[src/rtl/hs_rx_fifo.sv]
// hs_rx_fifo
// Slave-side receive endpoint for the 8-bit four-phase req/ack byte link.
// Each byte presented by the master is acknowledged and stored in a small
// FIFO. Stored bytes are handed to the consumer over valid/ready. While the
// FIFO is full, ack is withheld so the master stalls and no data is lost.
//
// Parameters:
//   DATA_W  link / FIFO data width (default 8)
//   DEPTH   FIFO entries, power of two, >= 2 (default 4)
//
// Ports:
//   clk          single clock, rising edge
//   rst          synchronous active-high reset
//   req_in       master request; data_in valid while high
//   data_in      byte from master
//   ack_out      registered four-phase acknowledge
//   out_valid    FIFO non-empty
//   out_data     head-of-FIFO byte (meaningful only when out_valid=1)
//   out_ready    consumer accepts head byte
//   level        FIFO occupancy 0..DEPTH
//   byte_count   accepted bytes since reset, wraps 255->0
//   checksum_out XOR of all accepted bytes since reset
//                (present only when HSRX_CHECKSUM_EN is defined)
//
// Optional feature macro: HSRX_CHECKSUM_EN
module hs_rx_fifo #(
    parameter int DATA_W = 8,
    parameter int DEPTH  = 4
) (
    input  logic                       clk,
    input  logic                       rst,
    input  logic                       req_in,
    input  logic [DATA_W-1:0]          data_in,
    output logic                       ack_out,
    output logic                       out_valid,
    output logic [DATA_W-1:0]          out_data,
    input  logic                       out_ready,
    output logic [$clog2(DEPTH+1)-1:0] level,
    output logic [7:0]                 byte_count
`ifdef HSRX_CHECKSUM_EN
    ,
    output logic [DATA_W-1:0]          checksum_out
`endif
);

    localparam int PTR_W = $clog2(DEPTH);
    localparam int LVL_W = $clog2(DEPTH+1);
    localparam logic [LVL_W-1:0] FULL_LVL = LVL_W'(DEPTH);

    typedef enum logic {IDLE, ACK} state_t;

    state_t                       state;
    logic [PTR_W-1:0]             wr_ptr;
    logic [PTR_W-1:0]             rd_ptr;
    logic [DEPTH-1:0][DATA_W-1:0] mem;
    logic                         full;
    logic                         push;
    logic                         pop;

    // Full is judged on the occupancy before this cycle's pop, so a request
    // arriving together with a pop on a full FIFO is taken on the next cycle.
    assign full      = (level == FULL_LVL);
    assign push      = (state == IDLE) && req_in && !full;
    assign pop       = out_valid && out_ready;
    assign out_valid = (level != '0);
    assign out_data  = mem[rd_ptr];

    // Storage is deliberately left out of reset.
    always_ff @(posedge clk) begin
        if (push) mem[wr_ptr] <= data_in;
    end

    always_ff @(posedge clk) begin
        if (rst) begin
            state      <= IDLE;
            ack_out    <= 1'b0;
            wr_ptr     <= '0;
            rd_ptr     <= '0;
            level      <= '0;
            byte_count <= '0;
        end else begin
            case (state)
                IDLE: begin
                    if (push) begin
                        state   <= ACK;
                        ack_out <= 1'b1;
                    end
                end
                ACK: begin
                    // Hold ack until the master drops req; a req held high
                    // here never produces a second write.
                    if (!req_in) begin
                        state   <= IDLE;
                        ack_out <= 1'b0;
                    end
                end
            endcase

            // Pointers wrap naturally because DEPTH is a power of two.
            if (push) begin
                wr_ptr     <= wr_ptr + 1'b1;
                byte_count <= byte_count + 8'd1;
            end
            if (pop) rd_ptr <= rd_ptr + 1'b1;

            case ({push, pop})
                2'b10:   level <= level + 1'b1;
                2'b01:   level <= level - 1'b1;
                default: ;
            endcase
        end
    end

`ifdef HSRX_CHECKSUM_EN
    always_ff @(posedge clk) begin
        if (rst)       checksum_out <= '0;
        else if (push) checksum_out <= checksum_out ^ data_in;
    end
`endif

endmodule
[config.mk]
export PLATFORM = sky130hd
export DESIGN_NAME = hs_rx_fifo
export DESIGN_NICKNAME = d
export VERILOG_FILES = /design/src/rtl/hs_rx_fifo.sv
export SDC_FILE = /design/constraint.sdc
export NUM_CORES = 1
export LEC_CHECK = 0
export ABC_CLOCK_PERIOD_IN_PS = 5850
export CORE_MARGIN = 5
export CORE_UTILIZATION = 30
export CTS_CLUSTER_SIZE = 10
export DETAILED_ROUTE_END_ITERATION = 12
export SYNTH_ARGS = -nofsm -noshare
export SYNTH_HDL_FRONTEND = slang
export SYNTH_SLANG_ARGS = --single-unit
[constraint.sdc]
create_clock -name clk -period 5.85 [get_ports clk]
set_clock_uncertainty 0.2 [all_clocks]
set_input_delay 0.8775 -clock clk [delete_from_list [all_inputs] [get_ports clk]]
set_output_delay 0.8775 -clock clk [all_outputs]
set_load 0.005 [all_outputs]
## Yosys cells after proc, flatten, opt, wreduce, memory -nomap -nowiden

Cells that the tools add are included.

| word-level totals | value |
|---|---|
| register bits | 49 |
| logic and storage cells | 44 |
| output and inout port bits | 21 |

| operators by class | value |
|---|---|
| add/subtract/negate cells | 5 |
| bitwise gates (word level) | 1 |
| reduce and logical (&&, ||, !) cells | 8 |
| mux-type cells | 12 |
| equality and inequality tests | 5 |
| $lt $le $gt $ge | 3 |

Operators by type and width:

| operator | number |
|---|---|
| $bwmux 32 | 1 |
| $bmux 8 s2 | 1 |
| $demux 8 s2 | 1 |
| $mux 8 | 2 |
| $add 8x1->8 const B | 1 |
| $lt 2x3->1 const B | 2 |
| $pmux 3 s2 | 1 |
| $add 2x1->2 const B | 2 |
| $logic_and 1x1->1 | 4 |
| $mux 1 | 4 |
| $ne 2x2->1 const B | 2 |
| $pmux 1 s2 | 2 |
| $add 3x1->3 const B | 1 |
| $eq 3x3->1 const B | 1 |
| $reduce_bool 3->1 | 1 |
| $sub 3x1->3 const B | 1 |
| $eq 2x1->1 const B | 1 |
| $eq 2x2->1 const B | 1 |
| $ge 2x1->1 const B | 1 |
| $reduce_and 2->1 | 1 |
| $reduce_bool 2->1 | 1 |
| $logic_not 1->1 | 1 |
| $not 1->1 | 1 |

## Logic depth before layout (Yosys ltp)

Gate-level depths: netlist of the first run.

| logic depth | value |
|---|---|
| depth after elaboration | 5 |
| gate-level depth with buffers | 10 |

## Worst setup path after synthesis of the first run

No wires, ideal clock.

| path | value |
|---|---|
| kind | input to register |
| start | in req_in |
| end | reg level[2] |
| stages on the path | 10 |
| buffers on the path | 1 |
| path slack | 3,079 ps |
| arrival time | 2,500 ps |
| cell sequence | nor2b_1 > and2_4 > buf_6 > clkinv_4 > ha_1 > inv_1 > fa_1 > xor2_1 > or3_1 > a21oi_1 |

| between the ends | value |
|---|---|
| word-level cells in the longest chain between the ends | 4 |

RTL lines:

| element | RTL line | text |
|---|---|---|
| start: declaration | 32 | `input logic req_in,` |
| $logic_and 1x1->1 * (2 in series) | 63 | `assign push = (state == IDLE) && req_in && !full;` |
| $eq 2x1->1 or $eq 2x2->1 (tied branches) | 106 | `case ({push, pop})` |
| $pmux 3 s2 or $reduce_bool 2->1 (tied branches) | -- |  |
| end signal: assignment | 107 | `2'b10: level <= level + 1'b1;` |
| end signal: assignment | 108 | `2'b01: level <= level - 1'b1;` |
| end: declaration | 38 | `output logic [$clog2(DEPTH+1)-1:0] level,` |

Every way passes the cells marked *; elsewhere a longest branch is shown, timed or not.
A chain may end at the register's enable or synchronous reset.

## Final worst setup path of the first run

| path | value |
|---|---|
| start | reg rd_ptr[0] |
| end | out out_data[2] |

| between the ends | value |
|---|---|
| word-level cells in the longest chain between the ends | 2 |

RTL lines:

| element | RTL line | text |
|---|---|---|
| start: declaration | 54 | `logic [PTR_W-1:0] rd_ptr;` |
| start signal: assignment | 104 | `if (pop) rd_ptr <= rd_ptr + 1'b1;` |
| $bmux 8 s2 | 66 | `assign out_data = mem[rd_ptr];` |
| $mux 8 (implied by the code) | 66 |  |
| end: declaration | 36 | `output logic [DATA_W-1:0] out_data,` |

No other way between the ends. The select of a mux whose other input is x is not followed.

==> results of run 1 <==
==> layer usage <==
metal	global-route usage, %	wire length [um]	up-vias
li1	-	-	565
met1	10.1	1470	543
met4	4.08	69	0
met2	16.0	1840	19
met5	0	0	-
met3	2.84	163	5
==> metrics by stage <==
step / utilization [%] / power, W
CTS: 37.7 / 0.000949
global route: 37.7 / 0.000990
global placement: 36.1 / 0.000715
detailed placement: 36.1 / 0.000718
floorplan: - / 0.000603
finish: 37.7 / 0.000931
==> where the power goes <==
part / total (W) / switching (W) / internal, W
Combinational: 0.000254 / 0.0000943 / 0.000160
Sequential: 0.000451 / 0.0000439 / 0.000407
Clock: 0.000227 / 0.000103 / 0.000124
Total: 0.000931 / 0.000241 / 0.000691
==> kinds of logic after synthesis <==
family	after synthesis	share of synthesized area [%]
xor+xnor	9	3.88
compound gates	13	3.63
buf+inv	13	3.45
simple gates	38	11.0
fa+ha+maj	7	4.68
mux	9	9.36
flops	49	64.0
==> area by class of cell <==
cell class | count | area, um^2 | area share, %
repair buffers | 32 | 320 | 12.7
clock buffers | 5 | 68.8 | 2.73
flip-flops and latches | 49 | 1300 | 51.7
well taps | 80 | 100 | 3.98
clock inverters | 2 | 35.0 | 1.39
multi-input cells | 76 | 661 | 26.2
inverters | 7 | 31.3 | 1.24
==> layout by cell type, fill, tap and decap left out <==
master / instances
clkdlybuf4s50_1: 32
edfxtp_1: 32
dfxtp_1: 17
nor2_1: 12
mux4_2: 8
inv_1: 6
a21oi_1: 6
xor2_1: 6
ha_1: 6
o21ai_0: 5
clkbuf_8: 5
and3_2: 4
nand2_1: 4
nand3_1: 4
or3_1: 4
xnor2_1: 3
o31a_2: 1
or3b_4: 1
nor2b_1: 1
and2_4: 1
clkinv_4: 1
or3_2: 1
and4b_1: 1
nand3_4: 1
and3_1: 1
nand2_2: 1
a21oi_2: 1
nand4_1: 1
nor3b_1: 1
mux2i_1: 1
fa_1: 1
clkinv_2: 1
bufinv_16: 1
==> sequential cells by signal, summed over array words and instances, names as in the netlist <==
name        flops
rd_ptr          2
mem            32
ack_out         1
wr_ptr          2
level           3
byte_count      8
state           1
==> worst min-delay path by stage <==
stage | from | endpoint | slack, ns | depth (start not counted)
final | byte_count[7] | byte_count[7] | 0.30 | 2
after global routing | byte_count[7] | byte_count[7] | 0.33 | 2
after CTS | ack_out | ack_out | 0.31 | 2
after detailed placement | ack_out | ack_out | 0.29 | 2
after global placement | byte_count[7] | byte_count[7] | 0.28 | 2
after floorplan | ack_out | ack_out | 0.27 | 2
==> worst min-delay path: stages, from the launching register on <==
cell and delay [ns]:
dfxtp_1 0.33, o21ai_0 0.07, a21oi_1 0.06
==> results by group, run 1 <==
Outcome
  • Status: completed

Global route
  • First-pass GRT wire length: 5980 um
  • Antenna violations before repair: 0
  • GRT Total Usage: 9.12%
  • Total gr overflow: 0
  • Vias in the first global route: 1203
  • Largest net degree at the start of global routing: 18

Worst setup path
  • Top Family by Delay on Critical Path: flip-flops
  • R2r setup slk: 3.19 ns
  • Worst path buffer plus inverter count: 1
  • Critical-path cell list: mux4_2, clkdlybuf4s50_1
  • Crit path required time: 4.77 ns
  • FF-to-FF Start: level[2]
  • Max incr delay on CP: 0.72 ns
  • Kind of critical path: flip-flop to output pin
  • Logic depth of the worst setup path including buffers: 2
  • CP Capture Type: output pin
  • Max FO, Critical Path: 10
  • R2R depth: 9
  • Worst EP arrival: 2.08 ns
  • Worst reg2reg endpoint: level[2]
  • Crit. Startpoint: rd_ptr[0]
  • Startpoint Class: flip-flop
  • Worst Setup EP: out_data[2]
  • Worst path slowest cell: dfxtp_1

Route
  • Via-to-Cell Ratio: 4.51
  • Avg WL per Cell: 14.1 um
  • Post-Route WL: 3540 um
  • Initial drt markers: 38
  • Total iterations of the first detailed-routing run: 4
  • DR DRC count: 0
  • Antenna Violating Nets Remaining: 0
  • Via count: 1132

Floorplan
  • Io pins: 33
  • Rows: 30
  • Die ar.: 0.00852 mm^2
  • Core box area: 0.00668 mm^2
  • Die Height: 92.3 um
  • Starting Density: 30.4%
  • Die width: 92.3 um

Place
  • Post-detailed-placement half-perimeter wirelength: 2530 um
  • Pre-CTS setup slack: 2.50 ns
  • Routability cong.: 0.702
  • Placed Area: 0.00241 mm^2
  • Port Buf Inserts: 32
  • Placed insts: 244

Timing
  • Min Hold Slack: 0.295 ns
  • RSZ-0062 raised after global routing: no
  • Final cycle utilization of the critical path: 53.9%
  • Fin worst setup slack: 2.70 ns
  • Max_slew headroom: 55.8%
  • Final setup viols: 0
  • Achievable Freq: 317 MHz
  • Hold Fails Final Rpt: 0
  • Final Critical Period: 3.15 ns
  • Slew @ Worst Pin: 0.661 ns
  • TNS Setup: 0 ns
  • Max-slew violations: 0

Power and ir drop
  • PwrDens: 370 mW/mm^2
  • Worst VDD drop: 0.103 mV
  • Lkg Pwr: 0.841 nW

Synthesis
  • Syn_nets: 157
  • Most frequent cell after synthesis: edfxtp_1
  • Yosys top cell area share: 47.3%
  • Sequential-to-total area share from yosys stat: 64.0%
  • Average size of a mapped cell: 14.7 um^2
  • Async SR Flop Fraction: 0%
  • Synth top area cells: edfxtp_1, dfxtp_1, mux4_2
  • Gate Count Post-Synth: 138
  • #FFs+latches synth: 49
  • Unique masters post-synth: 33
  • Commonest cells post-synth: edfxtp_1, dfxtp_1, nor2_1, mux4_2
  • Main flop type after synthesis: edfxtp_1
  • Cell area after synthesis: 0.00203 mm^2
  • Number of synthesized flops with an enable pin: 32
  • Post-synth top area cell: edfxtp_1
  • Synth warn: 0

CTS
  • Cts repair resizes: 0
  • Setup Fix Bufs, Post-CTS: 0
  • Hold-fix buffers, CTS: 0
  • CTS tree: built
  • Clock buffer depth: 2
  • Root buf cell: clkbuf_8
  • CTS clk-pin slew, worst paths: 0.09 ns
  • Inserted Clock Buffers: 5
  • Worst-Skew Late Latency: 0.30 ns
  • H-tree levels: 2
  • # clock sinks: 49

Finish
  • Finished Layout Cells: 251
  • Layout cells sized above 1: 15.8%
  • Number of diodes: 0
  • Post-route cell area: 0.00252 mm^2
  • # fillers: 640
  • Layout Nets: 190
  • Area grow syn2layout: 23.9%

Flow run
  • Max-cap violation count: 0

Hold path
  • Worst hold path class: flip-flop to flip-flop
Note: power is estimated with default switching activity, not from simulation.
==> inputs of run 2 (changes only) <==
--- a/config.mk
+++ b/config.mk
@@ -5,7 +5,7 @@
 export SDC_FILE = /design/constraint.sdc
 export NUM_CORES = 1
 export LEC_CHECK = 0
-export ABC_CLOCK_PERIOD_IN_PS = 5850
+export ABC_CLOCK_PERIOD_IN_PS = 3220
 export CORE_MARGIN = 5
 export CORE_UTILIZATION = 30
 export CTS_CLUSTER_SIZE = 10
==> constraint.sdc (replaced) <==
create_clock -name clk -period 3.22 [get_ports clk]
set_clock_uncertainty 0.2 [all_clocks]
set_input_delay 0.483 -clock clk [delete_from_list [all_inputs] [get_ports clk]]
set_output_delay 0.483 -clock clk [all_outputs]
set_load 0.005 [all_outputs]
==> results by group, run 2 (synthesis results as in run 1) <==
Floorplan
  • Io pins: 33
  • Core box area: 0.00668 mm^2
  • Rows: 30
  • Starting Density: 30.4%
  • Die ar.: 0.00852 mm^2
  • Die Height: 92.3 um
  • Die width: 92.3 um

Worst setup path
  • Crit path required time: 2.54 ns
  • Top Family by Delay on Critical Path: flip-flops
  • Kind of critical path: flip-flop to output pin
  • CP Capture Type: output pin
  • Startpoint Class: flip-flop
  • Worst EP arrival: 2.08 ns
  • Max incr delay on CP: 0.72 ns
  • Worst path buffer plus inverter count: 1
  • Critical-path cell list: mux4_2, clkdlybuf4s50_1
  • Worst path slowest cell: dfxtp_1
  • Max FO, Critical Path: 10

Global route
  • Total gr overflow: 0
  • First-pass GRT wire length: 5700 um
  • Antenna violations before repair: 0
  • Vias in the first global route: 1134
  • GRT Total Usage: 8.88%
  • Largest net degree at the start of global routing: 18

CTS
  • CTS tree: built
  • Setup Fix Bufs, Post-CTS: 0
  • Inserted Clock Buffers: 5
  • # clock sinks: 49
  • Cts repair resizes: 0
  • CTS clk-pin slew, worst paths: 0.08 ns
  • H-tree levels: 2
  • Root buf cell: clkbuf_8
  • Worst-Skew Late Latency: 0.30 ns
  • Hold-fix buffers, CTS: 0
  • Clock buffer depth: 2

Hold path
  • Worst hold path class: flip-flop to flip-flop

Timing
  • Hold Fails Final Rpt: 0
  • RSZ-0062 raised after global routing: no
  • Final cycle utilization of the critical path: 85.9%
  • Final Critical Period: 2.77 ns
  • Achievable Freq: 361 MHz
  • Slew @ Worst Pin: 0.659 ns
  • Max_slew headroom: 55.9%
  • Max-slew violations: 0
  • Final setup viols: 0
  • TNS Setup: 0 ns
  • Min Hold Slack: 0.284 ns

Route
  • Via count: 1113
  • Antenna Violating Nets Remaining: 0
  • Via-to-Cell Ratio: 4.40
  • Total iterations of the first detailed-routing run: 4
  • Avg WL per Cell: 13.6 um
  • DR DRC count: 0
  • Post-Route WL: 3430 um
  • Initial drt markers: 25

Finish
  • Finished Layout Cells: 253
  • Max reg flops: 32
  • Number of diodes: 0
  • Reg with most FFs: mem
  • Layout Nets: 191
  • Most frequent cells in the layout: clkdlybuf4s50_1, edfxtp_1, dfxtp_1, nor2_1, mux4_2
  • Layout cells sized above 1: 15.6%
  • Final Util: 37.8%
  • Largest regs: mem: 32 flops, byte_count: 8 flops, level: 3 flops
  • Area grow syn2layout: 24.4%

Place
  • Placed insts: 245
  • Port Buf Inserts: 32
  • Routability cong.: 0.694
  • Post-detailed-placement half-perimeter wirelength: 2370 um

Flow run
  • Max-cap violation count: 0

Power and ir drop
  • PwrDens: 672 mW/mm^2
  • Worst VDD drop: 0.184 mV
  • Lkg Pwr: 0.844 nW

Outcome
  • Status: completed
-- run 2: cell count changes in the layout (fill, tap and decap cells not counted), sizes merged --
cell and change:
buf +1, clkbuf +1
-- run 2: area by class of cell --
class                           count  area, um^2
Fill cell                         631        4150
Multi-Input combinational cell     76         661
Tap cell                           80         100
Sequential cell                    49        1300
Inverter                            7        31.3
Clock inverter                      2        33.8
Timing Repair Buffer               33         328
Clock buffer                        6        72.6
-- run 2: final timing paths --
check                                from  slack, ns           to  cells past startpoint
worst max-delay path            rd_ptr[0]       0.45  out_data[7]                      2
worst min-delay path              ack_out       0.28      ack_out                      2
worst min register to register    ack_out       0.28      ack_out                      2
worst max register to register   level[2]       0.62     level[2]                      9
-- run 2: worst register-to-register path, stage by stage (launching register included) --
cell and delay [ns]:
dfxtp_1 0.40, or3b_4 0.48, and2_4 0.20, clkinv_4 0.05, ha_1 0.16, inv_1 0.06
fa_1 0.37, xor2_1 0.15, or3_1 0.30, a21oi_1 0.14
-- run 2: through the flow --
step | area [um^2] | setup WS, ns | total power [W]
2_1_floorplan | 2030 | 0.738 | 0.00110
3_3_place_gp | 2420 | 0.443 | 0.00130
3_5_place_dp | 2420 | 0.391 | 0.00130
4_1_cts | 2530 | 0.396 | 0.00172
5_1_grt | 2530 | 0.292 | 0.00180
6_report | 2530 | 0.453 | 0.00170
-- run 2: routing by layer --
metal / GRT usage, % / vias to the layer above / wire (um)
li1: - / 572 / -
met1: 10.1 / 518 / 1600
met2: 14.2 / 17 / 1630
met3: 2.84 / 6 / 103
met4: 5.94 / 0 / 101
met5: 0 / - / 0
-- run 2: report_power, final --
group | switching [W] | internal [W]
sequential | 0.0000797 | 0.000739
clock | 0.000191 | 0.000229
combinational | 0.000167 | 0.000291
total | 0.000438 | 0.00126
==> inputs of run 3 (changes only) <==
--- a/config.mk
+++ b/config.mk
@@ -5,7 +5,7 @@
 export SDC_FILE = /design/constraint.sdc
 export NUM_CORES = 1
 export LEC_CHECK = 0
-export ABC_CLOCK_PERIOD_IN_PS = 3220
+export ABC_CLOCK_PERIOD_IN_PS = 3350
 export CORE_MARGIN = 5
 export CORE_UTILIZATION = 30
 export CTS_CLUSTER_SIZE = 10
@@ -13,3 +13,4 @@
 export SYNTH_ARGS = -nofsm -noshare
 export SYNTH_HDL_FRONTEND = slang
 export SYNTH_SLANG_ARGS = --single-unit
+export TNS_END_PERCENT = 1
==> constraint.sdc (replaced) <==
create_clock -name clk -period 3.35 [get_ports clk]
set_clock_uncertainty 0.2 [all_clocks]
set_input_delay 0.5025 -clock clk [delete_from_list [all_inputs] [get_ports clk]]
set_output_delay 0.5025 -clock clk [all_outputs]
set_load 0.005 [all_outputs]
==> results by group, run 3 (synthesis results as in run 1) <==
Place
  • Placed Area: 0.00242 mm^2
  • Pre-CTS setup slack: 0.468 ns
  • Placed insts: 245
  • Post-detailed-placement half-perimeter wirelength: 2510 um
  • Routability cong.: 0.694
  • Port Buf Inserts: 32

Finish
  • Layout cells sized above 1: 16.8%
  • Number of diodes: 0
  • Finished Layout Cells: 253
  • # fillers: 644
  • Most frequent cells in the layout: clkdlybuf4s50_1, edfxtp_1, dfxtp_1, nor2_1, mux4_2
  • Area grow syn2layout: 25.7%
  • Reg with most FFs: mem
  • Post-route cell area: 0.00255 mm^2
  • Largest regs: mem: 32 flops, byte_count: 8 flops, level: 3 flops
  • Max reg flops: 32
  • Layout Nets: 191

Timing
  • RSZ-0062 raised after global routing: no
  • Slew @ Worst Pin: 0.665 ns
  • TNS Setup: 0 ns
  • Max_slew headroom: 55.5%
  • Final setup viols: 0
  • Final Critical Period: 2.80 ns
  • Achievable Freq: 357 MHz
  • Hold Fails Final Rpt: 0
  • Final cycle utilization of the critical path: 83.6%
  • Fin worst setup slack: 0.551 ns
  • Max-slew violations: 0

Global route
  • Total gr overflow: 0
  • Antenna violations before repair: 0
  • GRT Total Usage: 9.11%
  • First-pass GRT wire length: 6080 um
  • Largest net degree at the start of global routing: 18
  • Vias in the first global route: 1206

CTS
  • Inserted Clock Buffers: 5
  • Worst-Skew Late Latency: 0.29 ns
  • Hold-fix buffers, CTS: 0
  • Setup Fix Bufs, Post-CTS: 0
  • # clock sinks: 49
  • CTS tree: built
  • CTS clk-pin slew, worst paths: 0.09 ns
  • H-tree levels: 2
  • Root buf cell: clkbuf_8
  • Cts repair resizes: 0
  • Clock buffer depth: 2

Route
  • Antenna Violating Nets Remaining: 0
  • Avg WL per Cell: 14.3 um
  • Via-to-Cell Ratio: 4.57
  • DR DRC count: 0
  • Initial drt markers: 49
  • Post-Route WL: 3610 um
  • Total iterations of the first detailed-routing run: 4
  • Via count: 1155

Worst setup path
  • Logic depth of the worst setup path including buffers: 2
  • Worst path slowest cell: dfxtp_1
  • Max FO, Critical Path: 10
  • CP Capture Type: output pin
  • Worst path buffer plus inverter count: 1
  • Worst EP arrival: 2.10 ns
  • R2R depth: 9
  • Max incr delay on CP: 0.73 ns
  • Critical-path cell list: mux4_2, clkdlybuf4s50_1
  • R2r setup slk: 0.72 ns
  • Top Family by Delay on Critical Path: flip-flops
  • Crit path required time: 2.65 ns
  • Kind of critical path: flip-flop to output pin
  • Startpoint Class: flip-flop

Floorplan
  • Die Height: 92.3 um
  • Rows: 30
  • Die width: 92.3 um
  • Io pins: 33
  • Core box area: 0.00668 mm^2
  • Starting Density: 30.4%
  • Die ar.: 0.00852 mm^2

Power and ir drop
  • Worst VDD drop: 0.223 mV
  • Lkg Pwr: 0.860 nW
  • PwrDens: 672 mW/mm^2
  • Post-route total power: 0.00172 W

Hold path
  • Worst hold path class: flip-flop to flip-flop
  • Hold path cells: 2

Flow run
  • Max-cap violation count: 0

Outcome
  • Status: completed
run 3: cell types whose count changed in the layout (fill, tap and decap cells not counted):
cell and change:
clkinv_2 +1, bufinv_16 +1, clkbuf_1 -1, clkinv_1 -1
run 3: area by class of cell:
cell class	instances	area [um^2]	area share, %
well taps	80	100	3.92
multi-input cells	76	661	25.9
flip-flops and latches	49	1300	50.9
clock inverters	3	65.1	2.55
clock buffers	5	68.8	2.69
inverters	7	31.3	1.22
repair buffers	33	328	12.8
run 3: through the flow:
step	utilization, %	hold slack (ns)
2_1_floorplan	-	0.270
3_3_place_gp	36.2	0.285
3_5_place_dp	36.2	0.285
4_1_cts	38.2	0.297
5_1_grt	38.2	0.320
6_report	38.2	0.287
run 3: final timing paths:
path	start	end
worst max-delay path	rd_ptr[0]	out_data[7]
worst min-delay path	ack_out	ack_out
worst max register to register	level[2]	level[2]
worst min register to register	ack_out	ack_out
run 3: routing by layer:
metal	up-vias	track usage [%]	wire (um)
met1	560	11.2	1660
met2	16	14.7	1790
met5	-	0	0
met3	5	2.44	94
met4	0	4.46	70
li1	574	-	-
run 3: power breakdown:
group / internal [W] / total [W] / switching, W / leakage, nW
combinational: 0.000281 / 0.000445 / 0.000164 / 0.361
sequential: 0.000711 / 0.000788 / 0.0000777 / 0.431
clock: 0.000296 / 0.000484 / 0.000188 / 0.0681
total: 0.00129 / 0.00172 / 0.000429 / 0.860
run 3: worst reg2reg max path, stage by stage, from the launching register on:
cell and delay (ns):
dfxtp_1 0.40, or3b_4 0.48, and2_4 0.20, clkinv_4 0.05, ha_1 0.17, inv_1 0.06
fa_1 0.38, xor2_1 0.15, or3_1 0.31, a21oi_1 0.14
